===== src/rtl/probe_capture.sv =====
// probe_capture: edge-triggered capture of a single-bit probe into a word buffer, drained over valid/ready.
// Ports:
//   clk, rst_n   clock and synchronous active-low reset
//   probe_in     registered probe sample, one per cycle
//   arm          start request, honoured only in IDLE
//   abort        return to IDLE from any state
//   trig_mode    00 immediate, 01 rising, 10 falling, 11 any edge
//   state_o      0 IDLE, 1 ARMED, 2 CAPTURE, 3 READOUT
//   done         high throughout READOUT
//   m_data/m_valid/m_ready  readout stream of captured words
module probe_capture #(
   parameter int WORD_W = 32,
   parameter int DEPTH  = 64
) (
   input  logic              clk,
   input  logic              rst_n,
   input  logic              probe_in,
   input  logic              arm,
   input  logic              abort,
   input  logic [1:0]        trig_mode,
   output logic [1:0]        state_o,
   output logic              done,
   output logic [WORD_W-1:0] m_data,
   output logic              m_valid,
   input  logic              m_ready
);
   localparam int BW = $clog2(WORD_W);
   localparam int AW = $clog2(DEPTH);
   localparam logic [BW-1:0] BIT_LAST  = BW'(WORD_W - 1);
   localparam logic [AW-1:0] WORD_LAST = AW'(DEPTH - 1);
   typedef enum logic [1:0] {IDLE = 2'd0, ARMED = 2'd1, CAPTURE = 2'd2, READOUT = 2'd3} state_t;
   state_t            r_state;
   logic              r_prev;
   logic              r_done;
   logic              r_valid;
   logic [BW-1:0]     r_bit_cnt;
   logic [AW-1:0]     r_wr_ptr;
   logic [AW-1:0]     r_rd_ptr;
   logic [WORD_W-1:0] r_shift;
   logic [WORD_W-1:0] r_buf [DEPTH];
   logic [WORD_W-1:0] w_word;
   logic              w_trig;
   logic              w_xfer;
   logic              w_we;
   // LSB-first packing: the newest sample enters at the top, so after WORD_W shifts sample 0 sits in bit 0
   assign w_word = {probe_in, r_shift[WORD_W-1:1]};
   // bit 0 of the mode enables rising, bit 1 enables falling; both together give any edge
   assign w_trig = (trig_mode == 2'b00) | (trig_mode[0] & !r_prev & probe_in) | (trig_mode[1] & r_prev & !probe_in);
   assign w_xfer = r_valid & m_ready;
   assign w_we   = rst_n & !abort & (r_state == CAPTURE) & (r_bit_cnt == BIT_LAST);
   assign state_o = r_state;
   assign done    = r_done;
   assign m_valid = r_valid;
   assign m_data  = r_buf[r_rd_ptr];
   always_ff @(posedge clk) begin
      if (w_we) r_buf[r_wr_ptr] <= w_word;
   end
   always_ff @(posedge clk) begin
      if (!rst_n) begin
         r_state   <= IDLE;
         r_prev    <= 1'b0;
         r_done    <= 1'b0;
         r_valid   <= 1'b0;
         r_bit_cnt <= '0;
         r_wr_ptr  <= '0;
         r_rd_ptr  <= '0;
         r_shift   <= '0;
      end else begin
         r_prev <= probe_in;
         if (abort) begin
            r_state   <= IDLE;
            r_done    <= 1'b0;
            r_valid   <= 1'b0;
            r_bit_cnt <= '0;
            r_wr_ptr  <= '0;
            r_rd_ptr  <= '0;
         end else begin
            case (r_state)
               IDLE: if (arm) begin
                  r_state   <= ARMED;
                  r_bit_cnt <= '0;
                  r_wr_ptr  <= '0;
                  r_rd_ptr  <= '0;
               end
               ARMED: if (w_trig) begin
                  r_state   <= CAPTURE;
                  r_shift   <= w_word;
                  r_bit_cnt <= BW'(1);
               end
               CAPTURE: begin
                  r_shift <= w_word;
                  if (r_bit_cnt == BIT_LAST) begin
                     r_bit_cnt <= '0;
                     r_wr_ptr  <= r_wr_ptr + 1'b1;
                     if (r_wr_ptr == WORD_LAST) begin
                        r_state <= READOUT;
                        r_done  <= 1'b1;
                        r_valid <= 1'b1;
                     end
                  end else begin
                     r_bit_cnt <= r_bit_cnt + 1'b1;
                  end
               end
               READOUT: if (w_xfer) begin
                  r_rd_ptr <= r_rd_ptr + 1'b1;
                  if (r_rd_ptr == WORD_LAST) begin
                     r_state <= IDLE;
                     r_done  <= 1'b0;
                     r_valid <= 1'b0;
                  end
               end
            endcase
         end
      end
   end
endmodule


===== config.mk =====
export PLATFORM = sky130hd
export DESIGN_NAME = probe_capture
export DESIGN_NICKNAME = d
export VERILOG_FILES = /design/src/rtl/probe_capture.sv
export SDC_FILE = /design/constraint.sdc
export NUM_CORES = 2
export LEC_CHECK = 0
export CORE_UTILIZATION = 57
export CTS_BUF_LIST = sky130_fd_sc_hd__clkbuf_16
export CTS_CLUSTER_SIZE = 20
export DETAILED_ROUTE_END_ITERATION = 10
export PLACE_DENSITY = 0.76
export SLEW_MARGIN = 15
export SYNTH_ARGS = -nofsm -noshare
export SYNTH_HDL_FRONTEND = slang
export SYNTH_SLANG_ARGS = --single-unit
export TNS_END_PERCENT = 20

===== constraint.sdc =====
create_clock -name clk -period 3.5 [get_ports clk]
set_clock_uncertainty 0.15 [all_clocks]
set_input_delay 0.7 -clock clk [delete_from_list [all_inputs] [get_ports clk]]
set_output_delay 0.7 -clock clk [all_outputs]
set_load 0.02 [all_outputs]

==> impl_metrics.toml <==
[outcome]
status = "complete, but fails checks"
violations = "negative setup slack"

[global_routing]
grt_pass1_wl_um = 314000
grt_pass1_vias = 44200
grt_max_degree = 67
antenna_found_initial = 10
grt_usage = 0.314
grt_remaining_overflow = 0

[cells_and_area]
nets = 4376
utilization = 0.692
area_growth_pct = 20.0
drive_above_1_share = 0.362
stdcell_count = 6399

[detailed_routing]
drtAntennaViolNets = 0
dr.pass1.iters = 7
via_per_inst = 6.88
vias = 44000
avgRoutedWirePerCell_um = 34.9
drt_iter0_drc = 6797
totalWireLength_um = 223000
drc = 0

[sta]
rsz0062_at_grt = "yes"
setup_viol = 32
period_share = 1.21
fmax_mhz = 235
tightest_slew_ns = 1.27
slew_violations = 0
finalSetupTns_ns = -21.82
timing.final.hold_violations = 0
setup_ws_ns = -0.751
max_slew_margin = 0.155
fin_crit_ns = 4.25

[floorplanning]
die-area_um2 = 143000
io_pins = 44
rows = 137
fp.dieH_um = 378
start_util = 0.576
die_w_um = 378
coreArea_um2 = 140000

[clock_network]
clk_pin_slew_ns = 0.06
root_buffer = "clkbuf_16"
clkLatencyLatePin_ns = 0.85
clock_path_buffers = 3
clock-sinks = 2106
postCtsHoldBufs = 0
htree_levels = 4
cts_tree = "built"
numCtsBuffers = 197

[placed_design]
place_hpwl_um = 122000
io_buffers = 43
preCtsSetupSlack_ns = -0.636
dpl.cell_count = 5928
gp_congestion = 0.834

[yosys]
synthMostInstantiatedCell = "edfxtp_1"
synth_common_cells = "edfxtp_1 (2048), mux4_2 (459), nand2_1 (144)"
synth.distinct_cells = 61
ys_seq_area_frac = 0.776
syn_area_um2 = 80700
synthTopCellsByArea = "edfxtp_1 (76%), mux4_2 (13%), mux2i_1 (1.5%)"
synth_fp_nets = 3769
yosysTopAreaCell = "edfxtp_1"
async_flop_share = 0
yosys_warnings = 0
synth-edff-count = 2048
yosysTopAreaCellShare = 0.762
synth_flop_cell = "edfxtp_1"
synthCells = 3753
synth_seq_cells = 2106
syn_area_per_cell_um2 = 21.5

[critical_path]
cp.arrival_ns = 3.40
r2r_start = "r_bit_cnt[0]"
critPathRequiredTime_ns = 2.65
startpoint_type = "register"
crit_type = "reg2out"
crit_path_max_fanout = 7
reg2reg_setup_slack_ns = 0.71
crit_end = "m_data[28]"
rr_worst_depth = 10
r2r_end = "r_buf[27][30]"
worstSetupEndpointType = "output port"

[power]
p_per_area_nw_per_um2 = 501
p_leak_uw = 0.0334
vdd_drop_max_v = 0.000581

[flow_run]
cap_violations = 0

[hold_path]
hold_path.class = "in2reg"
min-delay-start = "probe_in"
what timing repair did:
item / in CTS / in global routing
buffers inserted: 59 / 50
gates resized for setup: 344 / 82
hold endpoints to repair: 0 / 0
pin swaps: 62 / 49
endpoints found under the setup margin: 32 / 32
cloned: 13 / 1
registers in the layout, summed over array words and instances (netlist names), named ones only:
signal / count
r_rd_ptr: 6
r_buf: 2048
m_valid: 1
r_bit_cnt: 5
r_wr_ptr: 6
state_o: 2
r_prev: 1
r_shift: 31
per-layer routing:
metal  GRT usage  wire (um)  vias to the layer above
met2       0.505     108000                     3654
met5           0         28                        -
li1            -          -                    17000
met1       0.410      75600                    22600
met4       0.141      11000                        4
met3      0.0747      28400                      695
cell type report:
type                       count  area (um^2)
sequential                  2106        62800
timing repair buffer         622         7370
multi-input combinational   1427        18300
tap                         1876         2350
clock inverter               162         1160
clock buffer                 198         4950
inverter                       6         22.5
fill                        7877        43200
antenna                        2         5.00
cells by family after synthesis:
| family | Yosys count | synth area share |
|---|---|---|
| adder cells (fa/ha/maj) | 8 | 0.00124 |
| flip-flops | 2106 | 0.776 |
| XOR/XNOR | 9 | 0.000976 |
| AO/OA/AOI/OAI | 310 | 0.0277 |
| buffers and inverters | 220 | 0.0175 |
| multiplexers | 598 | 0.146 |
| AND/OR/NAND/NOR | 502 | 0.0307 |
how the worst min path moves through the flow:
stage               endpoint  slack, ns  cells past startpoint
4_1_cts        r_buf[10][31]       0.13                      1
2_1_floorplan   r_bit_cnt[4]       0.29                      2
3_5_place_dp    r_bit_cnt[4]       0.31                      2
5_1_grt        r_buf[10][31]       0.17                      1
6_report         r_shift[31]       0.17                      3
3_3_place_gp    r_bit_cnt[4]       0.30                      2
metrics by stage:
stage	hold slack, ns	total power [uW]	area, um^2
floorplan	0.286	28200	80700
global placement	0.296	28400	88000
detailed placement	0.307	28400	88000
CTS	0.130	48500	96100
global route	0.166	49500	96900
finish	0.168	48500	96900
layout by cell type (no fill, tap or decap), types with 11 or more instances in the layout:
cell type / synthesis / routed
nand3_1: 60 / 59
clkinv_2: 0 / 30
nand4_1: 53 / 53
nor2_4: 0 / 65
mux2_2: 20 / 18
a21boi_1: 30 / 30
dfxtp_4: 0 / 18
a211oi_2: 0 / 16
inv_1: 6 / 51
clkinv_1: 0 / 53
mux2i_1: 118 / 111
and3_4: 0 / 21
bufinv_16: 0 / 11
a21oi_1: 20 / 17
buf_12: 11 / 160
a22oi_2: 0 / 26
mux4_2: 459 / 459
a22oi_1: 62 / 36
edfxtp_1: 2048 / 2048
nor2b_1: 40 / 32
buf_16: 0 / 17
nor3_1: 18 / 14
o221ai_2: 0 / 20
dfxtp_1: 58 / 22
o22ai_1: 79 / 47
o221ai_1: 43 / 21
nand2b_1: 14 / 12
buf_4: 29 / 375
dfxtp_2: 0 / 18
clkbuf_16: 0 / 199
nand2_1: 144 / 143
o22ai_2: 0 / 29
nor2_1: 101 / 35
buf_6: 26 / 31
buf_8: 2 / 13
where the power goes:
part | switching, uW | total [uW] | internal, uW
sequential | 14.2 | 27200 | 27200
combinational | 369 | 803 | 434
clock | 9350 | 20500 | 11100
worst max-delay path, cell delays in order (launching register included):
cell and delay [ns]:
dfxtp_4 0.40, buf_6 0.11, buf_12 0.14, buf_4 0.19, buf_8 0.14, mux4_2 0.54
a22oi_2 0.20, nand4_1 0.35, and3_4 0.34, buf_6 0.13
Note: power is estimated with default switching activity, not from simulation.
